<file path="src/rtl/multdiv_ctrl.sv">
// Sequencing controller between the X stage and the multicycle mult/div units.
// Captures an issued operation, holds its operands, pulses the selected unit,
// waits for ready under a watchdog, then holds a writeback request until it
// is accepted. Divide-by-zero finishes without starting the divider.
module multdiv_ctrl #(
  parameter int unsigned TIMEOUT = 48,
  parameter int unsigned CNT_W   = 6
) (
  input  logic        clock,
  input  logic        reset,
  input  logic        issue_valid,
  input  logic        issue_is_div,
  input  logic [31:0] issue_opA,
  input  logic [31:0] issue_opB,
  input  logic [4:0]  issue_rd,
  output logic [31:0] md_opA,
  output logic [31:0] md_opB,
  output logic        md_ctrl_MULT,
  output logic        md_ctrl_DIV,
  input  logic [31:0] md_result,
  input  logic        md_exception,
  input  logic        md_resultRDY,
  output logic        stall,
  output logic        wb_valid,
  output logic [4:0]  wb_rd,
  output logic [31:0] wb_data,
  output logic        wb_exception,
  input  logic        wb_ready
);

  typedef enum logic [1:0] {
    IDLE  = 2'b00,
    START = 2'b01,
    BUSY  = 2'b10,
    DONE  = 2'b11
  } state_e;

  // Counter value seen in the last BUSY cycle before the watchdog fires.
  localparam logic [CNT_W-1:0] CNT_LAST = CNT_W'(TIMEOUT - 1);

  state_e           state_q, state_d;
  logic [31:0]      opa_q, opa_d;
  logic [31:0]      opb_q, opb_d;
  logic [4:0]       rd_q, rd_d;
  logic             is_div_q, is_div_d;
  logic [CNT_W-1:0] cnt_q, cnt_d;
  logic             mult_q, mult_d;
  logic             div_q, div_d;
  logic             wbv_q, wbv_d;
  logic [31:0]      wb_data_q, wb_data_d;
  logic             wb_exc_q, wb_exc_d;

  // Next-state and next-output logic for the sequencing FSM.
  always_comb begin
    // NOTE: every variable gets a default before the case so no path leaves
    // one unassigned; an unassigned path would infer a latch.
    state_d   = state_q;
    opa_d     = opa_q;
    opb_d     = opb_q;
    rd_d      = rd_q;
    is_div_d  = is_div_q;
    cnt_d     = cnt_q;
    mult_d    = 1'b0;
    div_d     = 1'b0;
    wb_data_d = wb_data_q;
    wb_exc_d  = wb_exc_q;

    case (state_q)
      IDLE: begin
        if (issue_valid) begin
          opa_d    = issue_opA;
          opb_d    = issue_opB;
          rd_d     = issue_rd;
          is_div_d = issue_is_div;
          if (issue_is_div && (issue_opB == 32'd0)) begin
            // Divide-by-zero: report the exception without waking the divider.
            state_d   = DONE;
            wb_data_d = 32'd0;
            wb_exc_d  = 1'b1;
          end else begin
            // Start pulses are registered so they coincide with START.
            state_d = START;
            div_d   = issue_is_div;
            mult_d  = ~issue_is_div;
          end
        end
      end
      START: begin
        cnt_d   = '0;
        state_d = BUSY;
      end
      BUSY: begin
        cnt_d = cnt_q + CNT_W'(1);
        // The ready flag in the first BUSY cycle belongs to the previous op.
        if ((cnt_q != '0) && md_resultRDY) begin
          state_d   = DONE;
          wb_data_d = md_result;
          wb_exc_d  = md_exception;
        end else if (cnt_q == CNT_LAST) begin
          state_d   = DONE;
          wb_data_d = 32'd0;
          wb_exc_d  = 1'b1;
        end
      end
      DONE: begin
        if (wb_ready) state_d = IDLE;
      end
      default: state_d = IDLE;
    endcase

    wbv_d = (state_d == DONE);
  end

  // State and datapath registers; everything clears on reset.
  always_ff @(posedge clock or posedge reset) begin
    // NOTE: reset is asynchronous, so it sits in the sensitivity list and is
    // tested first; sequential state uses non-blocking assignments only.
    if (reset) begin
      state_q   <= IDLE;
      opa_q     <= '0;
      opb_q     <= '0;
      rd_q      <= '0;
      is_div_q  <= 1'b0;
      cnt_q     <= '0;
      mult_q    <= 1'b0;
      div_q     <= 1'b0;
      wbv_q     <= 1'b0;
      wb_data_q <= '0;
      wb_exc_q  <= 1'b0;
    end else begin
      state_q   <= state_d;
      opa_q     <= opa_d;
      opb_q     <= opb_d;
      rd_q      <= rd_d;
      is_div_q  <= is_div_d;
      cnt_q     <= cnt_d;
      mult_q    <= mult_d;
      div_q     <= div_d;
      wbv_q     <= wbv_d;
      wb_data_q <= wb_data_d;
      wb_exc_q  <= wb_exc_d;
    end
  end

  // Stall is the only combinational output: it must hold the issuing
  // instruction in X during the very cycle it is accepted.
  assign stall = ~reset & ((state_q != IDLE) | issue_valid);

  assign md_opA       = opa_q;
  assign md_opB       = opb_q;
  assign md_ctrl_MULT = mult_q;
  assign md_ctrl_DIV  = div_q;
  assign wb_valid     = wbv_q;
  assign wb_rd        = rd_q;
  assign wb_data      = wb_data_q;
  assign wb_exception = wb_exc_q;

endmodule
</file>
<file path="config.mk">
export PLATFORM = sky130hd
export DESIGN_NAME = multdiv_ctrl
export DESIGN_NICKNAME = d
export VERILOG_FILES = /design/src/rtl/multdiv_ctrl.sv
export SDC_FILE = /design/constraint.sdc
export NUM_CORES = 1
export LEC_CHECK = 0
export CAP_MARGIN = 10
export CORE_UTILIZATION = 45
export CTS_CLUSTER_SIZE = 30
export DETAILED_ROUTE_END_ITERATION = 16
export MAX_ROUTING_LAYER = met4
export PLACE_DENSITY = 0.86
export SYNTH_ARGS = -nofsm -noshare
export SYNTH_HDL_FRONTEND = slang
export SYNTH_SLANG_ARGS = --single-unit
</file>
<file path="constraint.sdc">
create_clock -name clock -period 11.3 [get_ports clock]
set_input_delay 2.825 -clock clock [delete_from_list [all_inputs] [get_ports clock]]
set_output_delay 2.825 -clock clock [all_outputs]
set_load 0.005 [all_outputs]
</file>
# Yosys cells after proc, flatten, opt, wreduce, memory -nomap -nowiden
# Cells that the tools add are included.
[word_totals]
regBits = 113
in_bits = 108
output_inout_bits = 106
wordCells = 56
[op_classes]
n_addsub = 1
eq_ne = 8
n_mux = 23
n_bitwise = 4
reduce_logical = 10
[ops]
columns = ["operator", "count"]
rows = [
  ["two-way mux 32 bit", 4],
  ["case mux 32 bit (2 select lines)", 1],
  ["zero test 32 bit", 1],
  ["case mux 6 bit (2 select lines)", 1],
  ["two-way mux 1 bit", 10],
  ["two-way mux 2 bit", 5],
  ["case mux 2 bit (4 select lines)", 1],
  ["adder 6 x 1 -> 6 bit (second input constant)", 1],
  ["== test 2 bit (second input constant)", 3],
  ["== test 6 bit (second input constant)", 1],
  ["nonzero test 2 bit", 3],
  ["nonzero test 6 bit", 1],
  ["inequality test 2 bit (second input constant)", 2],
  ["AND reduction 4 bit", 1],
  ["inequality test 3 bit (second input constant)", 1],
  ["== test 2 x 1 -> 1 bit (second input constant)", 1],
  ["logical AND 1 bit", 2],
  ["zero test 2 bit", 1],
  ["NOT 1 bit", 2],
  ["case mux 1 bit (2 select lines)", 1],
  ["AND reduction 2 bit", 1],
  ["AND 1 bit", 1],
  ["OR 1 bit", 1],
]

# Logic depth before layout (Yosys ltp)
# Gate-level depths: netlist of run 1.
[depth]
word_depth = 6
mapped_depth = 9
ltp_nobuf = 7

# Least setup slack after synthesis of run 1
# OpenSTA, ideal clock, no wires.
[synth_path]
path_type = "input-to-output"
from = "input port reset"
to = "output port stall"
t_arrival_ns = 5.529
required_time_ns = 8.475
setup_slack_ns = 2.946
cell_stages = 2
n_path_buf = 0
cell_sequence = "inv_1 > and2_1"
[synth_between]
elab_chain_cells = 2
[synth_lines]
columns = ["item", "line_no", "rtl"]
rows = [
  ["start: declaration", "10", "input logic reset,"],
  ["NOT 1 bit", "147", "assign stall = ~reset & ((state_q != IDLE) | issue_valid);"],
  ["AND 1 bit", "147", ""],
  ["end: declaration", "23", "output logic stall,"],
]
# No other way between the ends.

# Worst setup path after layout of run 1
# Ends and elaborated chain as after synthesis.

==> impl_results.md, run 1 <==
* Antenna viol nets, final at 0
* Crit-path max FO at 50
* Slowest stage delay, CP at 0.51 ns
* IO Pins at 214
* CTS H-Tree Depth at 4
* Cell Area, Placed at 6970 sq um
* Worst path required time at 8.48 ns
* Fin crit share at 64.4%
* Syn-to-layout area delta at 58.3%
* Comb power frac at 41.2%
* Sequential area share after synthesis at 59.6%
* Switching pwr at 0.000550 W
* Final instance area at 7510 sq um
* Cell family with most CP delay: buffers and inverters
* Final hold slack at 0.503 ns
* Max-slew headroom at 39.4%
* Post-Synthesis Cells at 364
* Grt ovf at 0
* Post-Synth Adder-Cell Area at 1.58%
* Vias in the first global route at 4,012
* Die Ht at 105 microns
* Final #Nets at 698
* Average routed wire per standard cell at 16.3 microns
* Drt first pass iters at 4
* PwrDens at 257 nW/um^2
* Top FF cell, synth: dfrtp_1
* Fillers at 712
* Die Width at 105 microns
* Buffers and inverters on the worst path at 3
* Most frequent cells in the layout: clkdlybuf4s50_1 (213), dfrtp_1 (113), mux2_2 (69), inv_1 (38), nand2_1 (37)
* Most common cell after layout, fill and taps aside: clkdlybuf4s50_1
* Crit path DAT at 4.46 ns
* Compound-gate portion of the synthesized area at 2.56%
* DR vias/cell at 4.90
* Xor-xnor portion of the synthesized cell area at 0.185%
* Gr usage total at 23.7%
* RSZ-0062 raised after global routing: no
* Setup-failing EPs final at 0
* Share of cells above drive strength 1 at 18.2%
* Clock insertion delay at the later pin of the skew report at 0.51 ns
* Synth Cell Area at 4740 sq um
* Internal power at 0.00138 W
* CTS Sinks at 113
* Post-synth ARST share at 100%
* Total Neg Setup Slack at 0 ns
* Startpoint Class: input port
* Post-CTS setup buffers at 0
* Synth warn at 0
* CTS buffer count at 17
* # resized after CTS at 0
* IO Port Bufs at 213
* Crit-path most repeated cell: clkdlybuf4s50_1
* Root Buffer: clkbuf_8
* Leak at 3.24 nW
* Slowest-stage cell, CP: clkdlybuf4s50_1
* CTS tree: yes
* Max-cap violations at 0
* HPWL after DPL at 8380 microns
* Clock transition at path regs at 0.05 ns
* Mux contribution to synthesized area at 23.5%
* Starting Density at 46.1%
* Fmax at 137 MHz
* Max-slew violations at 0
* Element type at the critical path end: output pin
* Die Area at 11,000 sq um
* Mean Syn Cell Area at 13.0 sq um
* Floorplan row count at 37
* Cts hold-fix bufs at 0
* Largest net degree at the start of global routing at 72
* Post-synth EDFFs at 0
* Crit path time final at 7.28 ns
* Synth Area in Simple Gates at 7.18%
* WL final at 11,900 microns
* Antenna Diode Count at 0
* Number of distinct library cells after synthesis at 33
* Iter 0 DRT Violations at 118
* Clk network pwr share at 24.8%
* CP cell instances: clkdlybuf4s50_1, inv_4, and2_1, clkdlybuf4s50_1
* Worst Tran Pin Value at 0.909 ns
* Sequential power share at 34.0%
* Largest family of logic cells by synthesized area: multiplexers
* DR vias at 3,578
* Hold Violations, Final at 0
* Syn Nets at 478
* First-pass GRT wire length at 19,400 microns
* Switch share at 28.5%
* Synthesized flop and latch total at 113
* GPL Wtd Cong at 0.764
* Peak VDD IR at 0.148 mV
* Worst Skew at 0.0101 ns
* Hold WC Path Type: flip-flop to flip-flop
* Core area at 10,300 sq um
* Initial antenna violation count at 0
* Status: finished clean
* Crit Path Category: input port to output pin
* Clk buf depth at 2
* DR DRC count at 0
## synth_stat cells (all sizes together), types with 2 or more instances
cell,instances,area share [%]
a21oi,2,0.21
buf,6,1.5
clkbuf,10,0.79
dfrtp,113,60
ha,6,1.6
inv,39,3.1
mux2,70,17
mux2i,32,6.8
nand2,38,3.0
nand3,5,0.63
nand4,3,0.40
nor2,6,0.47
nor2b,2,0.26
nor3b,3,0.47
nor4,8,1.1
o21ai,7,0.82
or3,3,0.40
## worst paths after layout
check                                start  cells after the start  slack [ns]      endpoint
worst max register to register    cnt_q[0]                      8        8.82  wb_exception
worst min-delay path            md_opA[27]                      1        0.50    md_opA[27]
min in group asynchronous            reset                      2        2.76   wb_data[12]
worst max-delay path                 reset                      4        4.02         stall
max in group asynchronous            reset                      3        7.30    md_opA[16]
worst min register to register  md_opA[27]                      1        0.50    md_opA[27]
## through the flow
stage | instances | total power (W) | util, % | setup WS [ns]
after global placement | 701 | 0.00143 | 67.8 | 4.00
after global routing | 730 | 0.00203 | 73.0 | 3.85
after CTS | 730 | 0.00195 | 73.0 | 3.97
after detailed placement | 701 | 0.00146 | 67.8 | 3.97
after floorplan | 364 | 0.00105 | - | 2.95
final | 730 | 0.00193 | 73.0 | 4.02
## state kept, by name, summed over array words and instances (netlist names)
| signal | flops |
|---|---|
| md_ctrl_MULT | 1 |
| wb_rd | 5 |
| wb_exception | 1 |
| state_q | 2 |
| cnt_q | 6 |
| md_opB | 32 |
| md_ctrl_DIV | 1 |
| wb_data | 32 |
| wb_valid | 1 |
| md_opA | 32 |
## power by group through the flow
stage | logic [W] | clock network, W | registers, W
after floorplan | 0.000379 | 0 | 0.000666
after global placement | 0.000778 | 0 | 0.000649
after detailed placement | 0.000796 | 0 | 0.000660
after CTS | 0.000806 | 0.000487 | 0.000656
after global routing | 0.000853 | 0.000505 | 0.000676
final | 0.000795 | 0.000479 | 0.000656
## layer usage
metal  GRT usage (%)  share of wire, %
met5               -                 0
met1            26.1                40
met3            9.17               8.8
met2            38.9                50
met4            9.26               1.9
## layout make-up
type / instances / area [sq um] / area share, %
clock buffers: 23 / 477 / 6.35
clock inverters: 6 / 57.6 / 0.767
inverters: 39 / 149 / 1.98
multi-input cells: 196 / 1660 / 22.2
flip-flops and latches: 113 / 2830 / 37.7
well taps: 136 / 170 / 2.27
repair buffers: 217 / 2160 / 28.8
## logic make-up after synthesis
kind of cell,after synthesis
flip-flops,113
multiplexers,102
AND/OR/NAND/NOR,71
buffers and inverters,55
AO/OA/AOI/OAI,16
adder cells (fa/ha/maj),6
XOR/XNOR,1
## worst reg2reg max path, stage by stage (launching register included)
cell and delay [ns]:
dfrtp_1 0.40, inv_1 0.10, ha_1 0.16, or4b_1 0.45
o21ai_2 0.19, nand3_2 0.12, o211ai_4 0.11, buf_4 0.49
mux2_4 0.35
No activity file was read; power rests on OpenSTA's default activity.
==> inputs of run 2 (changes only) <==
--- a/config.mk
+++ b/config.mk
@@ -6,11 +6,11 @@
 export NUM_CORES = 1
 export LEC_CHECK = 0
 export CAP_MARGIN = 10
-export CORE_UTILIZATION = 45
+export CORE_UTILIZATION = 42
 export CTS_CLUSTER_SIZE = 30
 export DETAILED_ROUTE_END_ITERATION = 16
 export MAX_ROUTING_LAYER = met4
-export PLACE_DENSITY = 0.86
+export PLACE_DENSITY = 0.81
 export SYNTH_ARGS = -nofsm -noshare
 export SYNTH_HDL_FRONTEND = slang
 export SYNTH_SLANG_ARGS = --single-unit
==> constraint.sdc (replaced) <==
create_clock -name clock -period 6.84 [get_ports clock]
set_input_delay 1.71 -clock clock [delete_from_list [all_inputs] [get_ports clock]]
set_output_delay 1.71 -clock clock [all_outputs]
set_load 0.005 [all_outputs]
==> impl_results.md, run 2 (same netlist as run 1, synthesis figures left out) <==
* WL final at 11,800 microns (-1.2%)
* DR vias at 3,564 (-0.39%)
* Most common cell after layout, fill and taps aside: clkdlybuf4s50_1
* Worst Tran Pin Value at 0.754 ns (-0.154 ns)
* Setup-failing EPs final at 0 (unchanged)
* Average routed wire per standard cell at 16.0 microns (-2.1%)
* Max-slew violations at 0 (unchanged)
* Pre-CTS setup slack at 1.64 ns (-2.33 ns)
* Final #Nets at 698 (unchanged)
* Worst Reg2Reg Path Length in Cells at 5 (-3)
* Initial antenna violation count at 0 (unchanged)
* Hold Path Depth at 1 (unchanged)
* CTS H-Tree Depth at 4 (unchanged)
* Core area at 10,900 sq um (+6.4%)
* Clk buf depth at 2 (unchanged)
* Max-cap violations at 0 (unchanged)
* Root Buffer: clkbuf_16
* CTS buffer count at 17 (unchanged)
* HPWL after DPL at 8560 microns (+2.2%)
* Total Neg Setup Slack at 0 ns (unchanged)
* Worst Skew at 0.00585 ns (-0.00424 ns)
* CTS Sinks at 113 (unchanged)
* Peak VDD IR at 0.258 mV (+74%)
* Hold Startpoint: md_opB[21]
* Grt ovf at 0 (unchanged)
* Die Area at 11,700 sq um (+7.0%)
* Antenna viol nets, final at 0 (unchanged)
* DR DRC count at 0 (unchanged)
* Gr usage total at 21.5% (-2.3 points)
* DR vias/cell at 4.84 (-1.3%)
* Starting Density at 43.4% (-2.8 points)
* Crit-path max FO at 57 (+14%)
* Leak at 3.27 nW (+0.87%)
* Crit path DAT at 3.42 ns (-1.04 ns)
* Fmax at 195 MHz
* Drt first pass iters at 5 (+1)
* Largest net degree at the start of global routing at 59 (-18%)
* Die Width at 108 microns (+3.4%)
* IO Pins at 214 (unchanged)
* Clock insertion delay at the later pin of the skew report at 0.40 ns (-0.11 ns)
* Worst path required time at 5.13 ns (-3.35 ns)
* RSZ-0062 raised after global routing: no
* Die Ht at 108 microns (+3.4%)
* Element type at the critical path end: output pin
* R2r endpoint: md_opA[12]
* Hold WC Path Type: flip-flop to flip-flop
* Fin crit share at 75.0%
* Startpoint Class: input port
* Crit Path Category: input port to output pin
* GPL Wtd Cong at 0.768 (+0.52%)
* Crit path time final at 5.13 ns
* Reg2reg start: state_q[0]
* Max-slew headroom at 49.6% (+10 points)
* Vias in the first global route at 3,817 (-4.9%)
* # resized after CTS at 0 (unchanged)
* Most frequent cells in the layout: clkdlybuf4s50_1 (213), dfrtp_1 (113), mux2_2 (69), inv_1 (38), nand2_1 (37)
* Post-route worst setup slack at 1.71 ns (-2.31 ns)
* Share of cells above drive strength 1 at 18.6% (+0.41 points)
* Iter 0 DRT Violations at 119 (+0.85%)
* Floorplan row count at 38 (+2.7%)
* R2R Setup Slk at 4.30 ns (-4.52 ns)
* IO Port Bufs at 213 (unchanged)
* Post-CTS setup buffers at 0 (unchanged)
* Cts hold-fix bufs at 0 (unchanged)
* PwrDens at 434 nW/um^2 (+69%)
* Antenna Diode Count at 0 (unchanged)
* Status: finished clean
* Syn-to-layout area delta at 60.1%
* CTS tree: yes
* Hold Violations, Final at 0 (unchanged)
* First-pass GRT wire length at 18,300 microns (-5.5%)
* Hold endpoint: md_opB[21]
* Clock transition at path regs at 0.05 ns (about the same)
[run 2: cell count changes in the layout (fill, tap and decap cells not counted)]
cell | before | now
clkinvlp_4 | 1 | 3
clkbuf_16 | 16 | 17
clkbuf_8 | 5 | 3
buf_8 | 0 | 1
bufinv_16 | 1 | 3
buf_4 | 4 | 3
[run 2: worst max path at each step]
stage | startpoint | to | slack, ns | cells past startpoint
2_1_floorplan | reset | stall | 0.72 | 2
3_3_place_gp | reset | stall | 1.68 | 4
3_5_place_dp | reset | stall | 1.64 | 4
4_1_cts | reset | stall | 1.65 | 4
5_1_grt | reset | stall | 1.56 | 4
6_report | reset | stall | 1.71 | 4
[run 2: where the power goes]
part,internal (W),switching [W],total [W]
Sequential,0.000941,0.000143,0.00108
Combinational,0.000832,0.000487,0.00132
Clock,0.000598,0.000294,0.000893
Total,0.00237,0.000925,0.00330
[run 2: layout make-up]
class | instances | area [sq um]
inverters | 39 | 149
multi-input cells | 196 | 1660
fillers | 804 | 3340
well taps | 140 | 175
clock buffers | 22 | 474
repair buffers | 217 | 2170
flip-flops and latches | 113 | 2830
clock inverters | 10 | 133
[run 2: worst max-delay path, cell delays in order]
cell and delay [ns]:
clkdlybuf4s50_1 0.44, inv_4 0.50, and2_1 0.24, clkdlybuf4s50_1 0.50
[run 2: through the flow]
step,power [W],instances,hold WS (ns),utilization (%),instance area (sq um)
2_1_floorplan,0.00173,364,0.504,-,4740
3_3_place_gp,0.00237,704,0.486,63.7,6970
3_5_place_dp,0.00241,704,0.493,63.7,6970
4_1_cts,0.00333,736,0.504,69.3,7580
5_1_grt,0.00347,737,0.513,69.4,7590
6_report,0.00330,737,0.502,69.4,7590
[run 2: layer usage]
layer	wire (microns)	vias to the layer above	global-route usage (%)
met5	0	-	-
met4	248	0	8.98
met3	1240	21	8.26
met2	5680	169	35.4
met1	4610	1703	23.2
li1	-	1671	-
==> inputs of run 3 (changes only) <==
==> constraint.sdc (replaced) <==
create_clock -name clock -period 5.28 [get_ports clock]
set_input_delay 1.32 -clock clock [delete_from_list [all_inputs] [get_ports clock]]
set_output_delay 1.32 -clock clock [all_outputs]
set_load 0.005 [all_outputs]
==> impl_results.md, run 3 (same netlist as run 1, synthesis figures left out) <==
* Tot Pwr at 0.00418 W (+27%)
* DR DRC count at 0 (unchanged)
* Inst Count DP at 706 (+0.28%)
* Cts hold-fix bufs at 0 (unchanged)
* Total Neg Setup Slack at 0 ns (unchanged)
* Vias in the first global route at 3,913 (+2.5%)
* Floorplan row count at 38 (unchanged)
* Max-cap violations at 0 (unchanged)
* Slowest stage delay, CP at 0.56 ns (+0.06 ns)
* HPWL after DPL at 8390 microns (-2.0%)
* Syn-to-layout area delta at 59.3%
* IO Pins at 214 (unchanged)
* Crit path time final at 3.97 ns
* Hold Path Depth at 1 (unchanged)
* Fmax at 252 MHz
* Max-slew violations at 0 (unchanged)
* WL final at 11,700 microns (-1.1%)
* Element type at the critical path end: output pin
* Root Buffer: clkbuf_16
* RSZ-0062 raised after global routing: no
* CTS H-Tree Depth at 4 (unchanged)
* CP cell instances: clkdlybuf4s50_1, nand2b_1, and2_1, clkdlybuf4s50_1
* Core area at 10,900 sq um (unchanged)
* CTS tree: yes
* Final #Nets at 699 (+0.14%)
* Worst Skew at 0.00670 ns (+0.000851 ns)
* IO Port Bufs at 213 (unchanged)
* Largest net degree at the start of global routing at 59 (unchanged)
* Clk buf depth at 2 (unchanged)
* Die Area at 11,700 sq um (unchanged)
* Share of cells above drive strength 1 at 18.6% (+0.031 points)
* Iter 0 DRT Violations at 115 (-3.4%)
* Crit path DAT at 2.65 ns (-0.77 ns)
* Gr usage total at 21.9% (+0.47 points)
* CTS Sinks at 113 (unchanged)
* Peak VDD IR at 0.281 mV (+9.0%)
* Most common cell after layout, fill and taps aside: clkdlybuf4s50_1
* Antenna viol nets, final at 0 (unchanged)
* Grt ovf at 0 (unchanged)
* Slowest-stage cell, CP: clkdlybuf4s50_1
* Die Ht at 108 microns (unchanged)
* PwrDens at 553 nW/um^2 (+27%)
* Clock transition at path regs at 0.05 ns (about the same)
* Startpoint Class: input port
* DR vias/cell at 4.87 (+0.61%)
* Crit-path most repeated cell: clkdlybuf4s50_1
* Drt first pass iters at 4 (-1)
* # resized after CTS at 0 (unchanged)
* DR vias at 3,581 (+0.48%)
* Crit Path Category: input port to output pin
* Leak at 3.24 nW (-0.84%)
* Worst path required time at 3.96 ns (-1.17 ns)
* Worst Tran Pin Value at 1.01 ns (+0.256 ns)
* Starting Density at 43.4% (unchanged)
* Hold WC Path Type: flip-flop to flip-flop
* Antenna Diode Count at 0 (unchanged)
* Status: finished clean
* Worst Reg2Reg Path Length in Cells at 5 (unchanged)
* Final hold slack at 0.501 ns (-0.000544 ns)
* Clock insertion delay at the later pin of the skew report at 0.40 ns (about the same)
* Die Width at 108 microns (unchanged)
* Fin crit share at 75.1%
* Initial antenna violation count at 0 (unchanged)
* Average routed wire per standard cell at 15.8 microns (-0.92%)
* Layout Cells excl Fill at 736 (-0.14%)
* CTS buffer count at 17 (unchanged)
* Setup-failing EPs final at 0 (unchanged)
* Max-slew headroom at 32.4% (-17 points)
* First-pass GRT wire length at 18,800 microns (+2.9%)
* Post-CTS setup buffers at 0 (unchanged)
* Fillers at 805 (+0.12%)
* Most frequent cells in the layout: clkdlybuf4s50_1 (213), dfrtp_1 (113), mux2_2 (69), inv_1 (38), nand2_1 (37)
* GPL Wtd Cong at 0.801 (+4.3%)
* Hold Violations, Final at 0 (unchanged)
* Crit-path max FO at 5 (-91%)
-- run 3: path summary, 6_finish.rpt --
check                            startpoint         end  slack, ns
max in group asynchronous             reset  md_opB[19]       2.59
worst max-delay path            issue_valid       stall       1.31
min in group asynchronous             reset  state_q[0]       1.50
worst min-delay path              md_opB[1]   md_opB[1]       0.50
worst min register to register    md_opB[1]   md_opB[1]       0.50
worst max register to register   state_q[0]   md_opA[7]       2.66
-- run 3: report_power, final --
part	switching, W	internal, W
combinational	0.000613	0.00108
sequential	0.000179	0.00122
clock	0.000384	0.000710
total	0.00118	0.00301
-- run 3: cell type report --
type	count	area, sq um	area share [%]
inverter	39	150	1.99
timing repair buffer	218	2170	28.7
clock buffer	20	457	6.05
sequential	113	2830	37.4
tap	140	175	2.32
clock inverter	10	113	1.49
multi-input combinational	196	1660	22.0
-- run 3: critical path: cells and delay by family --
| kind | cells | cell delay (ns) |
|---|---|---|
| AND/OR/NAND/NOR | 2 | 0.26 |
| buffers and inverters | 2 | 1.06 |
-- run 3: per-layer routing --
| layer | vias up | track usage (%) | wire length (microns) | share of wire (%) |
|---|---|---|---|---|
| met2 | 144 | 36.8 | 6070 | 52 |
| met4 | 0 | 8.69 | 283 | 2.4 |
| met5 | - | - | 0 | 0 |
| li1 | 1678 | - | - | - |
| met3 | 27 | 6.27 | 721 | 6.2 |
| met1 | 1732 | 24.7 | 4580 | 39 |
-- run 3: stage by stage --
| step | setup WS (ns) | util (%) | area (sq um) |
|---|---|---|---|
| floorplan | 0.611 | - | 4750 |
| global placement | 1.32 | 63.9 | 6990 |
| global route | 1.23 | 69.1 | 7550 |
| detailed placement | 1.32 | 63.9 | 6990 |
| CTS | 1.31 | 69.1 | 7550 |
| finish | 1.31 | 69.1 | 7550 |
